===== src/rtl/disp_mux.sv =====
// Time-multiplexed common-anode 7-segment driver: scans N_DIG digits with one dead cycle per slot.
// Optional blink support is compiled in with `define DISP_BLINK_EN (adds the blink_mask port).
module disp_mux #(
    parameter int N_DIG       = 4,
    parameter int REFRESH_DIV = 100000,
    parameter int HEX_EN      = 0,
    parameter int BLINK_DIV   = 256,
    localparam int IDX_W      = (N_DIG > 1) ? $clog2(N_DIG) : 1
) (
    input  logic               CLK,
    input  logic               RESET,
    input  logic [4*N_DIG-1:0] digits,
    input  logic [N_DIG-1:0]   dp_in,
    input  logic [N_DIG-1:0]   blank,
`ifdef DISP_BLINK_EN
    input  logic [N_DIG-1:0]   blink_mask,
`endif
    output logic [6:0]         seg,
    output logic               dp,
    output logic [N_DIG-1:0]   an,
    output logic [IDX_W-1:0]   dig_idx
);

    localparam int CNT_W = $clog2(REFRESH_DIV);

    logic [CNT_W-1:0] cnt;
    logic             tick;
    logic [IDX_W-1:0] idx_next;
    logic [N_DIG-1:0] an_next;
    logic [N_DIG-1:0] blank_eff;
    logic [3:0]       nib;

    function automatic logic [6:0] decode(input logic [3:0] n);
        logic [6:0] s;
        case (n)
            4'h0: s = 7'b1000000;
            4'h1: s = 7'b1111001;
            4'h2: s = 7'b0100100;
            4'h3: s = 7'b0110000;
            4'h4: s = 7'b0011001;
            4'h5: s = 7'b0010010;
            4'h6: s = 7'b0000010;
            4'h7: s = 7'b1111000;
            4'h8: s = 7'b0000000;
            4'h9: s = 7'b0010000;
            4'hA: s = (HEX_EN != 0) ? 7'b0001000 : 7'b0111111;
            4'hB: s = (HEX_EN != 0) ? 7'b0000011 : 7'b0111111;
            4'hC: s = (HEX_EN != 0) ? 7'b1000110 : 7'b0111111;
            4'hD: s = (HEX_EN != 0) ? 7'b0100001 : 7'b0111111;
            4'hE: s = (HEX_EN != 0) ? 7'b0000110 : 7'b0111111;
            default: s = (HEX_EN != 0) ? 7'b0001110 : 7'b0111111;
        endcase
        return s;
    endfunction

    assign tick     = (cnt == CNT_W'(REFRESH_DIV - 1));
    assign idx_next = (dig_idx == IDX_W'(N_DIG - 1)) ? '0 : dig_idx + IDX_W'(1);
    assign nib      = digits[4*dig_idx +: 4];

    always_comb begin
        an_next = '1;
        for (int k = 0; k < N_DIG; k++) begin
            an_next[k] = (dig_idx != IDX_W'(k));
        end
    end

`ifdef DISP_BLINK_EN
    localparam int FRM_W = (BLINK_DIV > 1) ? $clog2(BLINK_DIV) : 1;

    logic [FRM_W-1:0] frame_cnt;
    logic             phase_on;

    // Frame counter: one count per completed scan (tick on the last digit)
    always_ff @(posedge CLK or posedge RESET) begin
        if (RESET) begin
            frame_cnt <= '0;
            phase_on  <= 1'b1;
        end else if (tick && (dig_idx == IDX_W'(N_DIG - 1))) begin
            if (frame_cnt == FRM_W'(BLINK_DIV - 1)) begin
                frame_cnt <= '0;
                phase_on  <= ~phase_on;
            end else begin
                frame_cnt <= frame_cnt + FRM_W'(1);
            end
        end
    end

    assign blank_eff = blank | (phase_on ? '0 : blink_mask);
`else
    assign blank_eff = blank;
`endif

    // Output stage: tick edge produces the dead cycle, other edges drive the active digit
    always_ff @(posedge CLK or posedge RESET) begin
        if (RESET) begin
            cnt     <= '0;
            dig_idx <= '0;
            an      <= '1;
            seg     <= 7'h7F;
            dp      <= 1'b1;
        end else if (tick) begin
            cnt     <= '0;
            dig_idx <= idx_next;
            an      <= '1;
            seg     <= 7'h7F;
            dp      <= 1'b1;
        end else begin
            cnt     <= cnt + CNT_W'(1);
            an      <= an_next;
            seg     <= blank_eff[dig_idx] ? 7'h7F : decode(nib);
            dp      <= blank_eff[dig_idx] | ~dp_in[dig_idx];
        end
    end

endmodule


===== config.mk =====
export PLATFORM = sky130hd
export DESIGN_NAME = disp_mux
export DESIGN_NICKNAME = d
export VERILOG_FILES = /design/src/rtl/disp_mux.sv
export SDC_FILE = /design/constraint.sdc
export NUM_CORES = 1
export LEC_CHECK = 0
export CAP_MARGIN = 5
export CORE_MARGIN = 4
export CORE_UTILIZATION = 53
export CTS_CLUSTER_DIAMETER = 60
export DETAILED_ROUTE_END_ITERATION = 7
export GPL_TIMING_DRIVEN = 0
export HOLD_SLACK_MARGIN = 0.03
export PLACE_DENSITY = 0.84
export RECOVER_POWER = 25
export REMOVE_ABC_BUFFERS = 1
export SYNTH_ARGS = -nofsm -noshare
export SYNTH_HDL_FRONTEND = slang
export SYNTH_SLANG_ARGS = --single-unit

===== constraint.sdc =====
create_clock -name CLK -period 4.5 [get_ports CLK]
set_clock_uncertainty 0.05 [all_clocks]
set_input_delay 1.35 -clock CLK [delete_from_list [all_inputs] [get_ports CLK]]
set_output_delay 1.35 -clock CLK [all_outputs]
set_load 0.05 [all_outputs]

# After elaboration in Yosys (flattened, before gate mapping)
# Memory sizes are Yosys's and may differ from the RTL's.
# Cells that the tools add are included.
# W data, S select, Z words.
dict set report word_totals {
  reg_bits 31
  rom_bits 112
  input_bits 26
  output_inout_bits 14
  elab_cells 28
  n_memories 1
}
# name depth word_bits rd rd_clocked_by_memory_dff wr line_no
set mem_list {}
lappend mem_list {{(no name shown)} 16 7 1 0 0 35} ;# case (n)
dict set report op_classes {
  addsub 2
  n_lt_le_gt_ge 1
  n_eq_ne 5
  shifts 1
  muxes 10
  bitwise_logic 2
  n_reduce_logical 1
}
# op n
set op_table {}
lappend op_table {{$add A17 B1 Y17 const B} 1}
lappend op_table {{$eq A17 B17 Y1 const B} 1}
lappend op_table {{$mux W17} 1}
lappend op_table {{$shiftx A16 B5 Y4} 1}
lappend op_table {{$mux W7} 2}
lappend op_table {{$bmux W1 S2} 2}
lappend op_table {{$mux W4} 1}
lappend op_table {{$ne A2 B2 Y1 const B} 2}
lappend op_table {{$lt A2 B3 Y1 const B} 1}
lappend op_table {{$mux W1} 3}
lappend op_table {{$add A2 B1 Y2 const B} 1}
lappend op_table {{$eq A2 B2 Y1 const B} 1}
lappend op_table {{$mux W2} 1}
lappend op_table {{$ne A2 B1 Y1 const B} 1}
lappend op_table {{$reduce_bool A2 Y1} 1}
lappend op_table {{$not A1 Y1} 1}
lappend op_table {{$or A1 B1 Y1} 1}

# Logic depth before layout (Yosys ltp)
dict set report logic_depth {
  depth_word 5
  mapped_depth 7
  mapped_depth_nobuf 6
}

# Worst setup path after synthesis
# No wires, ideal clock.
dict set report synth_timing {
  kind {input -> register}
  startpoint {input digits[12]}
  endpoint {register seg[3]}
  setup_ns 0.085
  t_arrival_ns 2.468
  required_time_ns 4.365
  setup_slack_ns 1.897
  stages 5
  path_buffers 0
  cell_sequence {mux4_2 > ha_1 > or2_1 > a21oi_1 > o21ai_1}
}
dict set report synth_via {
  elab_chain_cells 4
}
# item line_no
set synth_rtl {}
lappend synth_rtl {{start: declaration} 12} ;# input logic [4*N_DIG-1:0] digits,
lappend synth_rtl {{$shiftx A16 B5 Y4} 58} ;# assign nib = digits[4*dig_idx +: 4];
lappend synth_rtl {{$mem_v2 Z16 W7} --}
lappend synth_rtl {{$mux W7} 110} ;# seg <= blank_eff[dig_idx] ? 7'h7F : decode(nib);
lappend synth_rtl {{$mux W7} 101} ;# end else if (tick) begin
lappend synth_rtl {{end signal: assignment} 110}
lappend synth_rtl {{end: declaration} 18} ;# output logic [6:0] seg,
# Every way passes these cells.
# A chain may end at the register's enable or synchronous reset.

# Final worst setup path
dict set report layout_timing {
  startpoint {register dig_idx[0]}
  endpoint {output dig_idx[0]}
}
# item line_no
set layout_rtl {}
lappend layout_rtl {{start: declaration} 21} ;# output logic [IDX_W-1:0] dig_idx
lappend layout_rtl {{start signal: assignment} 103} ;# dig_idx <= idx_next;
# No word-level cell between the ends.

==> metrics.txt <==
# TYPE chip_impl_metric gauge
chip_impl_info{name="status",value="complete, no violations"} 1
chip_impl_info{name="cp_slowest_cell",value="sky130_fd_sc_hd__clkdlybuf4s50_1"} 1
chip_impl_metric{name="final_layout_size_suffix_gt1_share",unit="%"} 13.40
chip_impl_metric{name="required_time_of_the_critical_path",unit="ns"} 3.10
chip_impl_metric{name="synth.avg_cell_area",unit="µm²"} 11.14
chip_impl_metric{name="clk_transition_reported_paths",unit="ns"} 0.09
chip_impl_metric{name="overflow",unit=""} 0
chip_impl_metric{name="final_period_minus_worst_setup_slack",unit="ns"} 3.289
chip_impl_metric{name="clock_tree.htree_level_count",unit=""} 2
chip_impl_metric{name="grt_start_max_net_pins",unit=""} 32
chip_impl_metric{name="first_global_vias",unit=""} 1303
chip_impl_info{name="r2r_start",value="cnt[0]"} 1
chip_impl_metric{name="cp_max_fo",unit=""} 11
chip_impl_metric{name="number_of_gates_given_a_new_drive_strength_after_cts",unit=""} 0
chip_impl_metric{name="num_rows",unit=""} 20
chip_impl_metric{name="grt_first_pass_wirelength",unit="mm"} 5.609
chip_impl_metric{name="areaGrowthSynthToFinish",unit="%"} 27.69
chip_impl_metric{name="final_max_slew_viol_count",unit=""} 0
chip_impl_metric{name="final.fill_count",unit=""} 226
chip_impl_metric{name="final_hold_violation_count",unit=""} 0
chip_impl_info{name="worst-setup-path-type",value="register to primary output"} 1
chip_impl_info{name="setup_repair_after_global_routing_missed_its_margin",value="no"} 1
chip_impl_metric{name="antenna_violations_before_repair",unit=""} 0
chip_impl_info{name="critPathLaunchType",value="register"} 1
chip_impl_metric{name="totalPowerFinal",unit="µW"} 524.7
chip_impl_metric{name="synth_seq_cells",unit=""} 31
chip_impl_metric{name="gr-usage-all-layers",unit="%"} 17.87
chip_impl_metric{name="cts_buffers",unit=""} 5
chip_impl_metric{name="critical_path_depth",unit=""} 1
chip_impl_metric{name="critical_path_buf_inv_count",unit=""} 1
chip_impl_info{name="cts_root_buf",value="sky130_fd_sc_hd__clkbuf_4"} 1
chip_impl_metric{name="clock_tree.buffer_depth",unit=""} 2
chip_impl_metric{name="worst_pin_slew",unit="ns"} 1.275
chip_impl_info{name="crit_path_end_kind",value="primary output"} 1
chip_impl_metric{name="drt_wl_total",unit="mm"} 3.383
chip_impl_metric{name="placedCellCount",unit=""} 230
chip_impl_metric{name="setup-tns-final",unit="ns"} 0
chip_impl_info{name="critical_path.cell_chain",value="clkdlybuf4s50_1"} 1
chip_impl_metric{name="boundaryPins",unit=""} 40
chip_impl_metric{name="vias",unit=""} 1270
chip_impl_metric{name="ys_seq_area_share",unit="%"} 47.31
chip_impl_info{name="mostFrequentLayoutCells",value="sky130_fd_sc_hd__clkdlybuf4s50_1 (39), sky130_fd_sc_hd__dfrtp_1 (19), sky130_fd_sc_hd__nand2_1 (16)"} 1
chip_impl_metric{name="final_std_cells_w_o_fill",unit=""} 238
chip_impl_metric{name="detail_route.first_pass.iterations",unit=""} 5
chip_impl_metric{name="cp_slowest_stage_delay",unit="ns"} 0.90
chip_impl_info{name="cell_class_contributing_the_biggest_share_of_worst_path_delay",value="buffers and inverters"} 1
chip_impl_metric{name="routabilityCongestion",unit=""} 0.8084
chip_impl_metric{name="number_of_buffer_cells_added_on_primary_ports",unit=""} 39
chip_impl_metric{name="final_core_util",unit="%"} 70.50
chip_impl_info{name="crit_path_start",value="dig_idx[0]"} 1
chip_impl_metric{name="whs_path_depth",unit=""} 1
chip_impl_metric{name="area.sequential",unit="µm²"} 790.8
chip_impl_metric{name="cp.arrival",unit="ns"} 1.89
chip_impl_metric{name="layout_worst_path_cycle_share",unit="%"} 73.08
chip_impl_metric{name="synthDistinctLibCells",unit=""} 36
chip_impl_metric{name="r2r_cells",unit=""} 5
chip_impl_metric{name="design.core.area",unit="µm²"} 3028
chip_impl_metric{name="starting_density",unit="%"} 55.21
chip_impl_metric{name="post_cts_hold_buffer_count",unit=""} 0
chip_impl_info{name="mostFrequentLayoutCell",value="sky130_fd_sc_hd__clkdlybuf4s50_1"} 1
chip_impl_metric{name="setup-violations-final",unit=""} 0
chip_impl_metric{name="fmax",unit="MHz"} 304.1
chip_impl_metric{name="cts.sinks",unit=""} 31
chip_impl_metric{name="multi_input_area",unit="µm²"} 808.3
chip_impl_metric{name="die_area",unit="µm²"} 4117
chip_impl_metric{name="synth_cells",unit=""} 150
chip_impl_metric{name="drtIter0Drc",unit=""} 45
chip_impl_metric{name="die-height",unit="µm"} 64.16
chip_impl_info{name="tritoncts_clock_tree",value="done"} 1
chip_impl_metric{name="viasPerCell",unit=""} 5.336
chip_impl_metric{name="die_width",unit="µm"} 64.16
chip_impl_metric{name="postCtsSetupRepairBufs",unit=""} 0
chip_impl_metric{name="ant_nets",unit=""} 0
chip_impl_metric{name="yosysWarningCount",unit=""} 0
chip_impl_metric{name="timing.max_slew.rel_slack",unit="%"} 14.19
chip_impl_metric{name="antennaDiodeCount",unit=""} 0
chip_impl_metric{name="clk_latency",unit="ns"} 0.33
chip_impl_metric{name="leakagePower",unit="nW"} 0.8756
chip_impl_metric{name="post_synth_instance_area",unit="µm²"} 1672
chip_impl_info{name="min_from",value="cnt[0]"} 1
chip_impl_metric{name="dp_hpwl",unit="mm"} 2.492
chip_impl_metric{name="nNetsFinal",unit=""} 230
chip_impl_metric{name="power_density",unit="nW/µm²"} 245.8
chip_impl_metric{name="post-route-drc-count",unit=""} 0
chip_impl_metric{name="wire_per_inst",unit="µm"} 14.21
chip_impl_metric{name="drv.max_cap_violation_count",unit=""} 0
chip_impl_metric{name="ir_drop",unit="V"} 0.0001616
chip_impl_info{name="worstHoldPathType",value="register to register"} 1
-- routing by layer --
layer  GRT usage (%)  wire [µm]  vias up
met3           5.800        223       11
met5               0          0        -
li1                -          -      614
met1           22.06       1513      590
met4           7.388         73        0
met2           28.77       1572       55
-- synth_stat cells (all sizes together) --
master  count  area, µm²
or2b        1      7.510
nand3      10      50.05
dfrtp      19      475.5
nor3        5      25.02
mux2        1      11.26
mux2i       1      10.01
nor2       11      41.29
a21oi       7      35.03
and2        2      13.77
dfstp      12      315.3
nand2      16      60.06
nand4       3      25.02
o21ai       8      40.03
buf         3      21.27
inv         8      30.03
o31ai       1      7.510
ha         11      137.6
mux4        6      142.6
or3         1      6.260
a211oi      1      7.510
and2b       1      7.510
or4         1      7.510
and4bb      1      12.51
and4b       1      10.01
nor4        2      27.53
or2         2      12.52
xor2        4      35.03
xnor2       9      78.83
and4        2      17.52
-- flip-flops by register name, indices dropped and copies added, names as in the netlist --
register	count
an	4
dp	1
dig_idx	2
cnt	17
seg	7
-- kinds of logic after synthesis --
group                      synth area share (%)
adders and majority gates                 8.233
muxes                                     9.806
xor gates and xnor gates                  6.811
AOI/OAI and AO/OA                         5.389
DFF                                       47.31
and+or+nand+nor                           19.39
buffers and inverters                     3.069
-- worst paths after layout --
path                            slack [ns]          to
max in group asynchronous             2.15      cnt[1]
min in group asynchronous             1.57      cnt[3]
worst max register to register        1.91  dig_idx[0]
worst min-delay path                  0.45      cnt[0]
worst min register to register        0.45      cnt[0]
worst max-delay path                  1.21  dig_idx[0]
-- where the power goes --
| part | switching (mW) | leakage (nW) | internal [mW] |
|---|---|---|---|
| sequential | 0.00116 | 0.377 | 0.286 |
| combinational | 0.0367 | 0.463 | 0.0352 |
| clock | 0.0896 | 0.0353 | 0.0756 |
| total | 0.127 | 0.876 | 0.397 |
-- metrics by stage --
stage | cell area (µm²) | worst slack, ns | hold slack [ns]
finish | 2135 | 1.211 | 0.4477
detailed placement | 2096 | 1.397 | 0.4407
global placement | 2096 | 1.423 | 0.4192
CTS | 2156 | 1.185 | 0.4537
global route | 2135 | 1.079 | 0.4741
floorplan | 1650 | 1.897 | 0.4049
-- cell type report --
type                    count  area share [%]
inverters                   8           1.407
well taps                  44           2.579
clock inverters             1          0.2345
clock buffers               7           2.579
repair buffers             39           18.29
flip-flops and latches     31           37.05
multi-input cells         108           37.87
No activity file was read; power rests on OpenSTA's default activity.
